`config.mk`:
```
export PLATFORM = sky130hd
export DESIGN_NAME = cim_shift_accumulator_flat
export DESIGN_NICKNAME = d
export VERILOG_FILES = /design/src/rtl/cim_shift_accumulator_if.sv /design/src/rtl/cim_shift_accumulator.sv /design/src/flat_wrapper.sv
export SDC_FILE = /design/constraint.sdc
export NUM_CORES = 1
export LEC_CHECK = 0
export BUFFER_PORTS_ARGS = -buffer_cell sky130_fd_sc_hd__buf_4
export CORE_ASPECT_RATIO = 1.25
export CORE_MARGIN = 2
export CORE_UTILIZATION = 56
export DETAILED_ROUTE_END_ITERATION = 7
export GPL_ROUTABILITY_DRIVEN = 0
export PLACE_DENSITY = 0.84
export SLEW_MARGIN = 20
export SYNTH_ARGS = -nofsm -noshare
export SYNTH_HDL_FRONTEND = slang
export SYNTH_SLANG_ARGS = --single-unit
export TNS_END_PERCENT = 30
```
`constraint.sdc`:
```
create_clock -name clk -period 3.3 [get_ports clk]
set_clock_uncertainty 0.15 [all_clocks]
set_input_delay 0.825 -clock clk [delete_from_list [all_inputs] [get_ports clk]]
set_output_delay 0.825 -clock clk [all_outputs]
set_load 0.01 [all_outputs]
```
`src/rtl/cim_shift_accumulator_if.sv`:
```
// cim_shift_accumulator_if: plane-issue, tree-sum and result handshake bundle
interface cim_shift_accumulator_if #(
  parameter int PSUM_W = 10,
  parameter int ACC_W  = 16
);
  logic              plane_issue;
  logic              plane_first;
  logic              flush;
  logic [PSUM_W-1:0] psum_in;
  logic [ACC_W-1:0]  result;
  logic              result_valid;
  logic              result_ready;
  logic              busy;
  logic              overrun;
  logic              seq_err;
  modport master (
    output plane_issue, plane_first, flush, psum_in, result_ready,
    input  result, result_valid, busy, overrun, seq_err
  );
  modport slave (
    input  plane_issue, plane_first, flush, psum_in, result_ready,
    output result, result_valid, busy, overrun, seq_err
  );
endinterface

```
`src/rtl/cim_shift_accumulator.sv`:
```
// cim_shift_accumulator: aligns adder-tree psums to plane issues and shift-accumulates MSB-first
module cim_shift_accumulator #(
  parameter int PSUM_W     = 10,
  parameter int NUM_BITS   = 4,
  parameter int ACC_W      = 16,
  parameter int TREE_LAT   = 4,
  parameter int SIGNED_ACT = 1
) (
  input logic                    clk,
  input logic                    RSTN,
  cim_shift_accumulator_if.slave bus
);
  localparam int CW = $clog2(NUM_BITS + 1);
  typedef enum logic {IDLE, ACCUM} state_t;
  state_t              state_q, state_d;
  logic [TREE_LAT-1:0] iss_q, iss_d, fst_q, fst_d;
  logic [ACC_W-1:0]    acc_q, acc_d, res_q, res_d, sx;
  logic [CW-1:0]       cnt_q, cnt_d;
  logic                rv_q, rv_d, ovr_q, ovr_d, err_q, err_d;
  logic                arr, arr_first, done, bad, load;
  assign arr       = iss_q[TREE_LAT-1];
  assign arr_first = fst_q[TREE_LAT-1];
  assign sx        = ACC_W'(signed'(bus.psum_in));
  assign iss_d     = bus.flush ? '0 : TREE_LAT'({iss_q, bus.plane_issue});
  assign fst_d     = bus.flush ? '0 : TREE_LAT'({fst_q, bus.plane_issue & bus.plane_first});
  // Plane arrival FSM and result/flag next-state
  always_comb begin
    state_d = state_q;
    acc_d   = acc_q;
    cnt_d   = cnt_q;
    done    = 1'b0;
    bad     = 1'b0;
    if (bus.flush) begin
      state_d = IDLE;
      acc_d   = '0;
      cnt_d   = '0;
    end else if (arr && arr_first) begin
      acc_d   = (SIGNED_ACT != 0) ? -sx : sx;
      cnt_d   = CW'(1);
      state_d = ACCUM;
      bad     = (state_q == ACCUM);
    end else if (arr && state_q == IDLE) begin
      bad = 1'b1;
    end else if (arr) begin
      acc_d = (acc_q << 1) + sx;
      cnt_d = cnt_q + CW'(1);
      if (cnt_d == CW'(NUM_BITS)) begin
        done    = 1'b1;
        state_d = IDLE;
      end
    end
    load  = done && (!rv_q || bus.result_ready);
    res_d = load ? acc_d : res_q;
    rv_d  = load | (rv_q & ~bus.result_ready);
    ovr_d = ovr_q | (done & ~load);
    err_d = err_q | bad;
  end
  // State, delay lines and output registers
  always_ff @(posedge clk) begin
    if (!RSTN) begin
      state_q <= IDLE;
      iss_q   <= '0;
      fst_q   <= '0;
      acc_q   <= '0;
      cnt_q   <= '0;
      res_q   <= '0;
      rv_q    <= 1'b0;
      ovr_q   <= 1'b0;
      err_q   <= 1'b0;
    end else begin
      state_q <= state_d;
      iss_q   <= iss_d;
      fst_q   <= fst_d;
      acc_q   <= acc_d;
      cnt_q   <= cnt_d;
      res_q   <= res_d;
      rv_q    <= rv_d;
      ovr_q   <= ovr_d;
      err_q   <= err_d;
    end
  end
  assign bus.result       = res_q;
  assign bus.result_valid = rv_q;
  assign bus.overrun      = ovr_q;
  assign bus.seq_err      = err_q;
  assign bus.busy         = (state_q == ACCUM) | (|iss_q);
endmodule

```
`src/flat_wrapper.sv`:
```
// flat-port wrapper written by rule: the top's interface ports become plain ports
module cim_shift_accumulator_flat 
#(
  parameter int PSUM_W     = 10,
  parameter int NUM_BITS   = 4,
  parameter int ACC_W      = 16,
  parameter int TREE_LAT   = 4,
  parameter int SIGNED_ACT = 1
)
  (clk, RSTN, bus_plane_issue, bus_plane_first, bus_flush, bus_psum_in, bus_result_ready, bus_result, bus_result_valid, bus_busy, bus_overrun, bus_seq_err);
  cim_shift_accumulator_if #(.PSUM_W(PSUM_W), .ACC_W(ACC_W)) bus_i ();
  input logic clk;
  input logic RSTN;
  input wire logic [$bits(bus_i.plane_issue)-1:0] bus_plane_issue;
  input wire logic [$bits(bus_i.plane_first)-1:0] bus_plane_first;
  input wire logic [$bits(bus_i.flush)-1:0] bus_flush;
  input wire logic [$bits(bus_i.psum_in)-1:0] bus_psum_in;
  input wire logic [$bits(bus_i.result_ready)-1:0] bus_result_ready;
  output wire logic [$bits(bus_i.result)-1:0] bus_result;
  output wire logic [$bits(bus_i.result_valid)-1:0] bus_result_valid;
  output wire logic [$bits(bus_i.busy)-1:0] bus_busy;
  output wire logic [$bits(bus_i.overrun)-1:0] bus_overrun;
  output wire logic [$bits(bus_i.seq_err)-1:0] bus_seq_err;
  assign bus_i.plane_issue = bus_plane_issue;
  assign bus_i.plane_first = bus_plane_first;
  assign bus_i.flush = bus_flush;
  assign bus_i.psum_in = bus_psum_in;
  assign bus_i.result_ready = bus_result_ready;
  assign bus_result = bus_i.result;
  assign bus_result_valid = bus_i.result_valid;
  assign bus_busy = bus_i.busy;
  assign bus_overrun = bus_i.overrun;
  assign bus_seq_err = bus_i.seq_err;
  cim_shift_accumulator #(.PSUM_W(PSUM_W), .NUM_BITS(NUM_BITS), .ACC_W(ACC_W), .TREE_LAT(TREE_LAT), .SIGNED_ACT(SIGNED_ACT)) u_core (.clk(clk), .RSTN(RSTN), .bus(bus_i));
endmodule
```
### Word level (Yosys, flattened, before mapping)

Index checks and enable logic that the tools add are counted.

| operators by class | value |
|---|---|
| add/subtract/negate cells | 3 |
| multipliers | 0 |
| divide/modulo/power cells | 0 |
| magnitude comparators | 0 |
| eq/ne operators | 2 |
| shifts and indexed selects | 0 |
| multiplexer cells | 19 |
| bitwise operators | 12 |
| reductions and logical operators | 13 |

Operators with widths:

| cell | number |
|---|---|
| $mux 16 | 4 |
| $add 16x16->16 | 1 |
| $neg 16->16 | 1 |
| $mux 1 | 15 |
| $not 1->1 | 5 |
| $or 1x1->1 | 4 |
| $reduce_and 2->1 | 2 |
| $reduce_bool 2->1 | 2 |
| $reduce_or 4->1 | 1 |
| $add 3x1->3 const B | 1 |
| $and 1x1->1 | 3 |
| $eq 3x3->1 const B | 1 |
| $logic_and 1x1->1 | 3 |
| $reduce_and 3->1 | 1 |
| $reduce_or 3->1 | 1 |
| $ne 2x1->1 const B | 1 |
| $reduce_or 2->1 | 1 |
| $logic_not 1->1 | 1 |
| $logic_or 1x1->1 | 1 |

| word-level totals | value |
|---|---|
| flip-flop bits (word level) | 47 |
| bits in latches | 0 |
| RAM bits | 0 |
| bits in read-only memories | 0 |
| bits of input ports | 16 |
| output and inout port bits | 20 |
| memories kept | 0 |

### Depth between registers and ports, before layout

Gate-level depths: netlist (run 1).

| logic depth | value |
|---|---|
| word-level depth | 11 |
| gate-level depth with buffers | 9 |
| depth with buffers taken out | 9 |

### Least setup slack after synthesis (run 1)

OpenSTA, ideal clock, no wires.

| timing | value |
|---|---|
| path type | input -> register |
| from | input port bus_psum_in[1] |
| to | register u_core.res_q[15] (netlist: u_core.bus.result[15]) |
| setup time | 0.121 ns |
| arrival time | 2.577 ns |
| required time | 3.029 ns |
| path slack | 0.453 ns |
| stages on the path | 9 |
| path buffers | 0 |
| cells stage by stage | ha_1 -> fa_1 -> a21oi_1 -> nor2b_1 -> a311o_2 -> a21oi_1 -> o2111ai_1 -> nand3_1 -> o21ai_1 |

| between the ends | value |
|---|---|
| word-level cells in the longest chain between the ends | 5 |

Ends and longest elaborated chain:

| item | line | RTL |
|---|---|---|
| start: declaration | flat_wrapper.sv:17 | `input wire logic [$bits(bus_i.psum_in)-1:0] bus_psum_in;` |
| $add 16x16->16 | cim_shift_accumulator.sv:45 | `acc_d = (acc_q << 1) + sx;` |
| $mux 16 | cim_shift_accumulator.sv:44 | `end else if (arr) begin` |
| $mux 16 | cim_shift_accumulator.sv:42 | `end else if (arr && state_q == IDLE) begin` |
| $mux 16 (*) | cim_shift_accumulator.sv:37 | `end else if (arr && arr_first) begin` |
| $mux 16 (*) | cim_shift_accumulator.sv:33 | `if (bus.flush) begin` |
| end signal: assignment | cim_shift_accumulator.sv:76 | `res_q <= res_d;` |
| end: declaration | cim_shift_accumulator.sv:17 | `logic [ACC_W-1:0] acc_q, acc_d, res_q, res_d, sx;` |

Every way passes the cells marked *; elsewhere a longest branch is shown, timed or not.
A chain may end at the register's enable or synchronous reset.

### Worst setup path after layout (run 1)

Ends and elaborated chain as after synthesis.

==> results of run 1 <==
-- path summary, 6_finish.rpt --
| kind | from | cells past startpoint | slack, ns | end |
|---|---|---|---|---|
| worst max-delay path | bus_psum_in[1] | 10 | 0.44 | u_core.bus.result[15] |
| worst min-delay path | u_core.fst_q[2] | 1 | 0.28 | u_core.fst_q[3] |
| worst max register to register | u_core.acc_q[0] | 9 | 0.76 | u_core.bus.result[15] |
| worst min register to register | u_core.fst_q[2] | 1 | 0.28 | u_core.fst_q[3] |
-- flip-flops by register name, indices dropped and copies added, names as in the netlist --
register,cells
u_core.acc_q,16
u_core.bus.overrun,1
u_core.bus.result,16
u_core.bus.result_valid,1
u_core.bus.seq_err,1
u_core.cnt_q,3
u_core.fst_q,4
u_core.iss_q,4
u_core.state_q,1
-- worst max-delay path, stage by stage --
cell and delay [ns]:
buf_4 0.13, ha_1 0.23, fa_1 0.41, a21oi_1 0.17, nor2b_1 0.09, a311o_2 0.44, a21oi_1 0.25, o2111ai_1 0.16
nand3_1 0.14, o21ai_1 0.07
-- through the flow --
step / setup WS, ns / total power [uW] / util, %
final: 0.439 / 1180 / 68.6
after global routing: 0.288 / 1220 / 68.6
after CTS: 0.460 / 1180 / 68.6
after detailed placement: 0.134 / 668 / 65.5
after global placement: 0.187 / 667 / 65.5
after floorplan: 0.453 / 629 / -
-- final cells by class --
type,count,area [um^2],share of cell area [%]
Timing Repair Buffer,37,278,9.08
Multi-Input combinational cell,255,1610,52.5
Clock inverter,3,71.3,2.33
Sequential cell,47,941,30.8
Clock buffer,5,68.8,2.25
Tap cell,58,72.6,2.37
Inverter,6,22.5,0.736
-- per-layer routing --
metal / global-route usage, % / up-vias / share of wire (%)
met5: 0 / - / 0
met4: 13.1 / 0 / 3.5
li1: - / 1190 / -
met2: 48.1 / 68 / 53
met1: 28.3 / 1127 / 39
met3: 5.68 / 20 / 4.6
-- power groups by stage --
stage / clock (uW) / sequential (uW) / combinational [uW]
final: 523 / 568 / 87.2
after global routing: 552 / 569 / 95.6
after CTS: 524 / 568 / 86.7
after detailed placement: 0 / 582 / 85.9
after global placement: 0 / 582 / 84.9
after floorplan: 0 / 582 / 47.9
-- placed cells by master (no fill, tap or decap), types with 9 or more instances in the layout --
master,count
a21oi_1,30
and2_1,15
buf_4,37
dfxtp_1,47
ha_1,17
nand2_1,38
nand3_1,13
nor2_1,28
nor3_1,9
o21ai_0,16
o21ai_1,12
xnor2_1,11
xor2_1,11
-- cell families after synthesis --
kind of cell               synth area share [%]
AOI/OAI and AO/OA                          19.4
xor gates and xnor gates                   7.29
adders and majority gates                  8.81
buffers and inverters                      3.65
DFF                                        35.6
muxes                                      1.14
and+or+nand+nor                            24.1
==> summary.txt, run 1 <==
Die span in y -> 80.8 um
Die area -> 5290 um^2
Design area -> 3060 um^2
Final Hold Slack -> 0.283 ns
Initial antenna violation count -> 0
Final WL -> 6460 um
Final non-filler cell total -> 411
VDD IR max -> 394 uV
F_max -> 350 MHz
First-pass GRT wire length -> 10600 um
Hold-fix buffers at CTS -> 0
Fillers -> 383
Most numerous cell in the Yosys netlist -> dfxtp_1
Clock power frac -> 44.4%
Final setup viols -> 0
Core area -> 4460 um^2
Post-Syn Area -> 2640 um^2
Drt pass-1 iters -> 4
Synth top area cells -> dfxtp_1, ha_1, a21oi_1, nand2_1, nor2_1
Mean area per synthesized cell -> 8.13 um^2
Setup TNS -> 0 ns
Worst-Skew Late Latency -> 0.31 ns
Ys async rst share -> 0%
CTS tree -> yes
Buffers on Ports -> 35
Hold Vio Cnt, Final -> 0
DP Wirelength -> 4810 um
Syn-to-layout area delta -> 15.8%
Grt ovf -> 0
Flop pwr share -> 48.2%
Reg clk slew, reported paths -> 0.10 ns
Dpl cells -> 403
Slew headroom -> 47.4%
Combinational power share -> 7.4%
Unrepaired setup endpoints after global routing -> false
Top-area cell type share of the netlist area -> 35.6%
Register area share after synthesis -> 35.6%
DRT iter0 DRCs -> 196
Cts bufs inserted -> 5
Share of layout cells above drive strength 1 -> 14.4%
Sw power -> 268 uW
Total Nets Final -> 386
Area leader, netlist -> dfxtp_1
Post-synth top cells -> dfxtp_1, nand2_1, a21oi_1
Crit Path Max Fanout -> 5
Critical path launch point type -> input pin
Crit path time final -> 2.86 ns
Flops & latches, synth -> 47
Leak Pwr -> 0.00124 uW
Drt wl/cell -> 15.7 um
Initial Util -> 59.3%
Kind of critical path -> in -> reg
Synth unique cells -> 43
DRC -> 0
Die W -> 65.4 um
Max cap viols -> 0
Placed Area -> 2920 um^2
Pwr Density -> 385 nW/um^2
CTS root buffer -> clkbuf_8
Mapped Nets -> 359
Critical path arrival -> 2.92 ns
Slew Viols, Final -> 0
Gates resized, CTS repair -> 0
Worst-margin pin slew -> 0.787 ns
Critical path required time -> 3.36 ns
H-tree depth -> 2
Clock Path Buffers -> 2
Final cycle utilization of the critical path -> 86.7%
CTS sink count -> 47
# rows -> 27
Outcome -> complete, no violations
Largest net degree at the start of global routing -> 25
CP endpoint kind -> register
Synth warn -> 0
Internal power -> 911 uW
Worst hold path type -> reg -> reg
Tot GR Track Use -> 26.3%
Number of synthesized flops with an enable pin -> 0
Vias after detailed routing -> 2405
ANT nets after route -> 0
Post-CTS Setup Inserts -> 0
Number of global-route vias before repair -> 2332
N_diodes -> 0
Cells after synthesis -> 325
Sw frac -> 22.7%
Io pins -> 36
Via-per-instance ratio -> 5.85
Ys flop type -> dfxtp_1
Note: power is estimated with default switching activity, not from simulation.
==> run 2: changes to the inputs <==
--- a/config.mk
+++ b/config.mk
@@ -7,7 +7,6 @@
 export LEC_CHECK = 0
 export BUFFER_PORTS_ARGS = -buffer_cell sky130_fd_sc_hd__buf_4
 export CORE_ASPECT_RATIO = 1.25
-export CORE_MARGIN = 2
 export CORE_UTILIZATION = 56
 export DETAILED_ROUTE_END_ITERATION = 7
 export GPL_ROUTABILITY_DRIVEN = 0
==> summary.txt, run 2 (synthesis results as in run 1) <==
Outcome -> complete, no violations
CP endpoint kind -> register
Syn-to-layout area delta -> 15.8% (unchanged)
N_diodes -> 0 (unchanged)
CTS tree -> yes
Final cycle utilization of the critical path -> 88.3% (+1.6 points)
CP max stage cell -> a311o_2
Total Nets Final -> 386 (unchanged)
Core area -> 4460 um^2 (unchanged)
DP Wirelength -> 4790 um (-0.40%)
Gates resized, CTS repair -> 0 (unchanged)
Critical path launch point type -> input pin
Via-per-instance ratio -> 5.82 (-0.46%)
Number of global-route vias before repair -> 2474 (+6.1%)
# rows -> 27 (unchanged)
Slew headroom -> 49.1% (+1.7 points)
Share of layout cells above drive strength 1 -> 14.4% (unchanged)
Unrepaired setup endpoints after global routing -> false
Vias after detailed routing -> 2394 (-0.46%)
Die area -> 5000 um^2 (-5.5%)
Grt ovf -> 0 (unchanged)
Kind of critical path -> in -> reg
Commonest non-fill, non-tap cell in the layout -> dfxtp_1
First-pass GRT wire length -> 10700 um (+1.1%)
Buffers on Ports -> 35 (unchanged)
Die span in y -> 78.8 um (-2.5%)
Crit Path Max Fanout -> 5 (unchanged)
Most frequent CP cell -> a21oi_1
H-tree depth -> 2 (unchanged)
Hold-fix buffers at CTS -> 0 (unchanged)
Hold Vio Cnt, Final -> 0 (unchanged)
R2R setup slack -> 0.70 ns (-0.06 ns)
Final WS setup -> 0.386 ns (-0.0540 ns)
Family with the most delay on the worst path -> compound AO/OA/AOI/OAI gates
VDD IR max -> 536 uV (+36%)
Io pins -> 36 (unchanged)
Tot GR Track Use -> 27.6% (+1.4 points)
Reg clk slew, reported paths -> 0.09 ns (about the same)
Clock Path Buffers -> 2 (unchanged)
Pwr Density -> 383 nW/um^2 (-0.59%)
Cts bufs inserted -> 5 (unchanged)
Setup TNS -> 0 ns (unchanged)
Final WL -> 6420 um (-0.60%)
CTS sink count -> 47 (unchanged)
Initial Util -> 59.3% (unchanged)
Critical path arrival -> 2.98 ns (+0.06 ns)
CP bufs+invs -> 1 (unchanged)
Final setup viols -> 0 (unchanged)
Post-CTS Setup Inserts -> 0 (unchanged)
Pre-CTS setup slack -> 0.0943 ns (-0.0397 ns)
Worst hold path type -> reg -> reg
F_max -> 343 MHz (-1.9%)
Leak Pwr -> 0.00124 uW (unchanged)
Critical Path Max Stage Delay -> 0.44 ns (about the same)
Critical path required time -> 3.36 ns (about the same)
Worst-margin pin slew -> 0.761 ns (-0.0257 ns)
Initial antenna violation count -> 0 (unchanged)
Max cap viols -> 0 (unchanged)
CTS root buffer -> clkbuf_8
Crit path time final -> 2.91 ns (+0.0540 ns)
Largest net degree at the start of global routing -> 25 (unchanged)
Crit-path cells -> buf_4 -> ha_1 -> fa_1 -> a21oi_1 -> nor2b_1 -> a311o_2 -> xor2_1 -> a21oi_1 -> o21ai_1 -> and2_1
Commonest cells after routing, fill and taps aside -> dfxtp_1, nand2_1, buf_4
DRT iter0 DRCs -> 157 (-20%)
Drt wl/cell -> 15.6 um (-0.60%)
DRC -> 0 (unchanged)
Drt pass-1 iters -> 4 (unchanged)
Worst-Skew Late Latency -> 0.31 ns (about the same)
ANT nets after route -> 0 (unchanged)
Die W -> 63.4 um (-3.1%)
Slew Viols, Final -> 0 (unchanged)
==> run 2: cell counts in the layout (fill, tap and decap cells not counted) <==
Identical to the previous run, type by type.
==> run 2: layer usage <==
metal,up-vias,global-route usage [%],share of wire [%]
met4,0,19.5,4.8
li1,1189,-,-
met5,-,0,0
met2,66,50.5,52
met1,1113,28.2,40
met3,26,4.45,3.4
==> run 2: worst paths after layout <==
kind                   startpoint                   end  cells after the start
hold reg to reg   u_core.fst_q[2]       u_core.fst_q[3]                      1
setup reg to reg  u_core.acc_q[0]  u_core.bus.result[7]                      9
hold / removal    u_core.fst_q[2]       u_core.fst_q[3]                      1
setup / recovery   bus_psum_in[1]  u_core.bus.result[7]                     10
==> run 2: worst reg2reg max path, cell delays in order (launching register included) <==
cell and delay, ns:
dfxtp_1 0.34, ha_1 0.22, fa_1 0.41, a21oi_1 0.18, nor2b_1 0.08, a311o_2 0.44
xor2_1 0.16, a21oi_1 0.23, o21ai_1 0.11, and2_1 0.18
==> run 2: report_power, final <==
| part | internal (uW) | total, uW | switching (uW) |
|---|---|---|---|
| Combinational | 35.1 | 87.4 | 52.3 |
| Clock | 307 | 516 | 208 |
| Sequential | 568 | 568 | 0.470 |
| Total | 910 | 1170 | 261 |
==> run 2: cell type report <==
cell class                      count  area, um^2
Sequential cell                    47         941
Fill cell                         384        1400
Multi-Input combinational cell    255        1610
Tap cell                           58        72.6
Timing Repair Buffer               37         278
Clock buffer                        5        68.8
Clock inverter                      3        71.3
Inverter                            6        22.5
==> run 2: metrics by stage <==
stage / hold WS [ns] / area (um^2) / instances / util (%) / total power, uW
2_1_floorplan: 0.256 / 2640 / 325 / - / 629
3_3_place_gp: 0.262 / 2920 / 403 / 65.5 / 667
3_5_place_dp: 0.262 / 2920 / 403 / 65.5 / 668
4_1_cts: 0.283 / 3060 / 411 / 68.6 / 1180
5_1_grt: 0.301 / 3060 / 411 / 68.6 / 1210
6_report: 0.280 / 3060 / 411 / 68.6 / 1170
==> run 3: changes to the inputs <==
==> constraint.sdc (replaced) <==
create_clock -name clk -period 3.3 [get_ports clk]
set_clock_uncertainty 0.15 [all_clocks]
set_input_delay 0.33 -clock clk [delete_from_list [all_inputs] [get_ports clk]]
set_output_delay 0.33 -clock clk [all_outputs]
set_load 0.01 [all_outputs]
==> summary.txt, run 3 (synthesis results as in run 1) <==
Outcome -> complete, no violations
CTS root buffer -> clkbuf_8
Gates resized, CTS repair -> 0 (unchanged)
Sw power -> 263 uW (+0.63%)
N_diodes -> 0 (unchanged)
H-tree depth -> 2 (unchanged)
Hold-fix buffers at CTS -> 0 (unchanged)
FF-to-FF End -> u_core.bus.result[7]
Syn-to-layout area delta -> 14.1%
Hold path cells -> 2 (+1)
Initial antenna violation count -> 0 (unchanged)
Max cap viols -> 0 (unchanged)
Critical path arrival -> 2.58 ns (-0.40 ns)
Io pins -> 36 (unchanged)
Crit-path cells -> ha_1 -> fa_1 -> a21oi_1 -> nor2b_1 -> a311o_2 -> xor2_1 -> a21oi_1 -> o21ai_1 -> and2_1
Initial Util -> 59.3% (unchanged)
Largest net degree at the start of global routing -> 25 (unchanged)
Clock Path Buffers -> 2 (unchanged)
Critical Path Max Stage Delay -> 0.44 ns (about the same)
Kind of critical path -> reg -> reg
Critical path required time -> 3.36 ns (about the same)
CP bufs+invs -> 0 (-1)
Hold Vio Cnt, Final -> 0 (unchanged)
Sw frac -> 25.3% (+3.0 points)
Most frequent CP cell -> a21oi_1
Final setup viols -> 0 (unchanged)
DP Wirelength -> 4760 um (-0.68%)
Slew Viols, Final -> 0 (unchanged)
Share of layout cells above drive strength 1 -> 14.4% (unchanged)
Met2 track demand over resource -> 50.1% (-0.43 points)
Post-CTS Setup Inserts -> 0 (unchanged)
First-pass GRT wire length -> 10600 um (-1.4%)
Die area -> 5000 um^2 (unchanged)
# rows -> 27 (unchanged)
Pwr Density -> 344 nW/um^2 (-10%)
R2R setup slack -> 0.78 ns (+0.08 ns)
Tot GR Track Use -> 27.3% (-0.35 points)
Crit path time final -> 2.52 ns (-0.393 ns)
Die W -> 63.4 um (unchanged)
Commonest non-fill, non-tap cell in the layout -> dfxtp_1
Crit Path Max Fanout -> 4 (-1)
VDD IR max -> 356 uV (-34%)
CP endpoint kind -> register
Final Hold Slack -> 0.0831 ns (-0.197 ns)
Unrepaired setup endpoints after global routing -> false
Final cycle utilization of the critical path -> 76.4% (-12 points)
Worst hold path type -> in -> reg
Worst-Skew Late Latency -> 0.31 ns (about the same)
Die span in y -> 78.8 um (unchanged)
DRT iter0 DRCs -> 166 (+5.7%)
Buffers on Ports -> 35 (unchanged)
Commonest cells after routing, fill and taps aside -> dfxtp_1, nand2_1, buf_4
Slew headroom -> 46.8% (-2.4 points)
Drt pass-1 iters -> 5 (+1)
Via-per-instance ratio -> 5.90 (+1.3%)
Fillers -> 369 (-3.9%)
CP max stage cell -> a311o_2
Vias after detailed routing -> 2426 (+1.3%)
CTS tree -> yes
Sink of the worst hold path -> u_core.iss_q[0]
Final WL -> 6470 um (+0.76%)
Family with the most delay on the worst path -> compound AO/OA/AOI/OAI gates
Reg clk slew, reported paths -> 0.09 ns (about the same)
Critical path launch point type -> register
Leak Pwr -> 0.00122 uW (-1.5%)
F_max -> 397 MHz (+16%)
Reg2reg start -> u_core.acc_q[0]
Setup TNS -> 0 ns (unchanged)
Flop pwr share -> 54.8% (+6.3 points)
GR peak layer -> met2
R2R cell count -> 9 (unchanged)
Grt ovf -> 0 (unchanged)
Cts bufs inserted -> 5 (unchanged)
Drt wl/cell -> 15.7 um (+0.76%)
CTS sink count -> 47 (unchanged)
DRC -> 0 (unchanged)
Internal power -> 775 uW (-15%)
Combinational power share -> 8.4% (+0.9 points)
Worst-margin pin slew -> 0.797 ns (+0.0352 ns)
Clock power frac -> 36.9% (-7.1 points)
Core area -> 4460 um^2 (unchanged)
Grt met3 use -> 4.60% (+0.14 points)
Met1 Use GR -> 29.0% (+0.85 points)
Hold path startpoint -> bus_plane_issue
Number of global-route vias before repair -> 2363 (-4.5%)
ANT nets after route -> 0 (unchanged)
Total Nets Final -> 386 (unchanged)
==> run 3: changes by cell type in the layout (fill, tap and decap cells not counted) <==
cell and delta:
bufinv_16 -2, clkinv_2 +1, inv_6 +1, clkbuf_8 +1, inv_8 -1
==> run 3: power by group through the flow <==
stage | clock network [uW] | registers (uW) | logic [uW]
2_1_floorplan | 0 | 582 | 47.9
3_3_place_gp | 0 | 582 | 84.6
3_5_place_dp | 0 | 582 | 85.5
4_1_cts | 382 | 568 | 86.0
5_1_grt | 405 | 569 | 95.0
6_report | 382 | 568 | 86.7
==> run 3: cell type report <==
type / instances / area [um^2] / share of cell area (%)
clock buffer: 6 / 82.6 / 2.74
sequential: 47 / 941 / 31.2
inverter: 6 / 22.5 / 0.747
timing repair buffer: 37 / 278 / 9.21
clock inverter: 2 / 13.8 / 0.456
tap: 58 / 72.6 / 2.41
multi-input combinational: 255 / 1610 / 53.2
==> run 3: layer usage <==
layer  routed length [um]  part of all wire, %
met1                 2480                   38
met2                 3320                   51
met3                  319                  4.9
met4                  348                  5.4
met5                    0                    0
==> run 3: worst max path at each step <==
stage                    start                    end  slack, ns  cells past startpoint
2_1_floorplan   bus_psum_in[1]  u_core.bus.result[15]       0.95                      9
3_3_place_gp    bus_psum_in[1]  u_core.bus.result[15]       0.68                     10
3_5_place_dp    bus_psum_in[1]   u_core.bus.result[7]       0.63                     10
4_1_cts        u_core.acc_q[0]  u_core.bus.result[15]       0.78                      9
5_1_grt        u_core.acc_q[0]       u_core.acc_q[11]       0.58                      9
6_report       u_core.acc_q[0]   u_core.bus.result[7]       0.78                      9
==> run 3: per-stage QoR <==
stage	area (um^2)	std cells	total power [uW]	util (%)	setup slack (ns)
final	3020	411	1040	67.6	0.778
after global routing	3020	411	1070	67.6	0.584
after CTS	3020	411	1040	67.6	0.778
after detailed placement	2920	403	667	65.5	0.630
after global placement	2920	403	666	65.5	0.679
after floorplan	2640	325	629	-	0.948
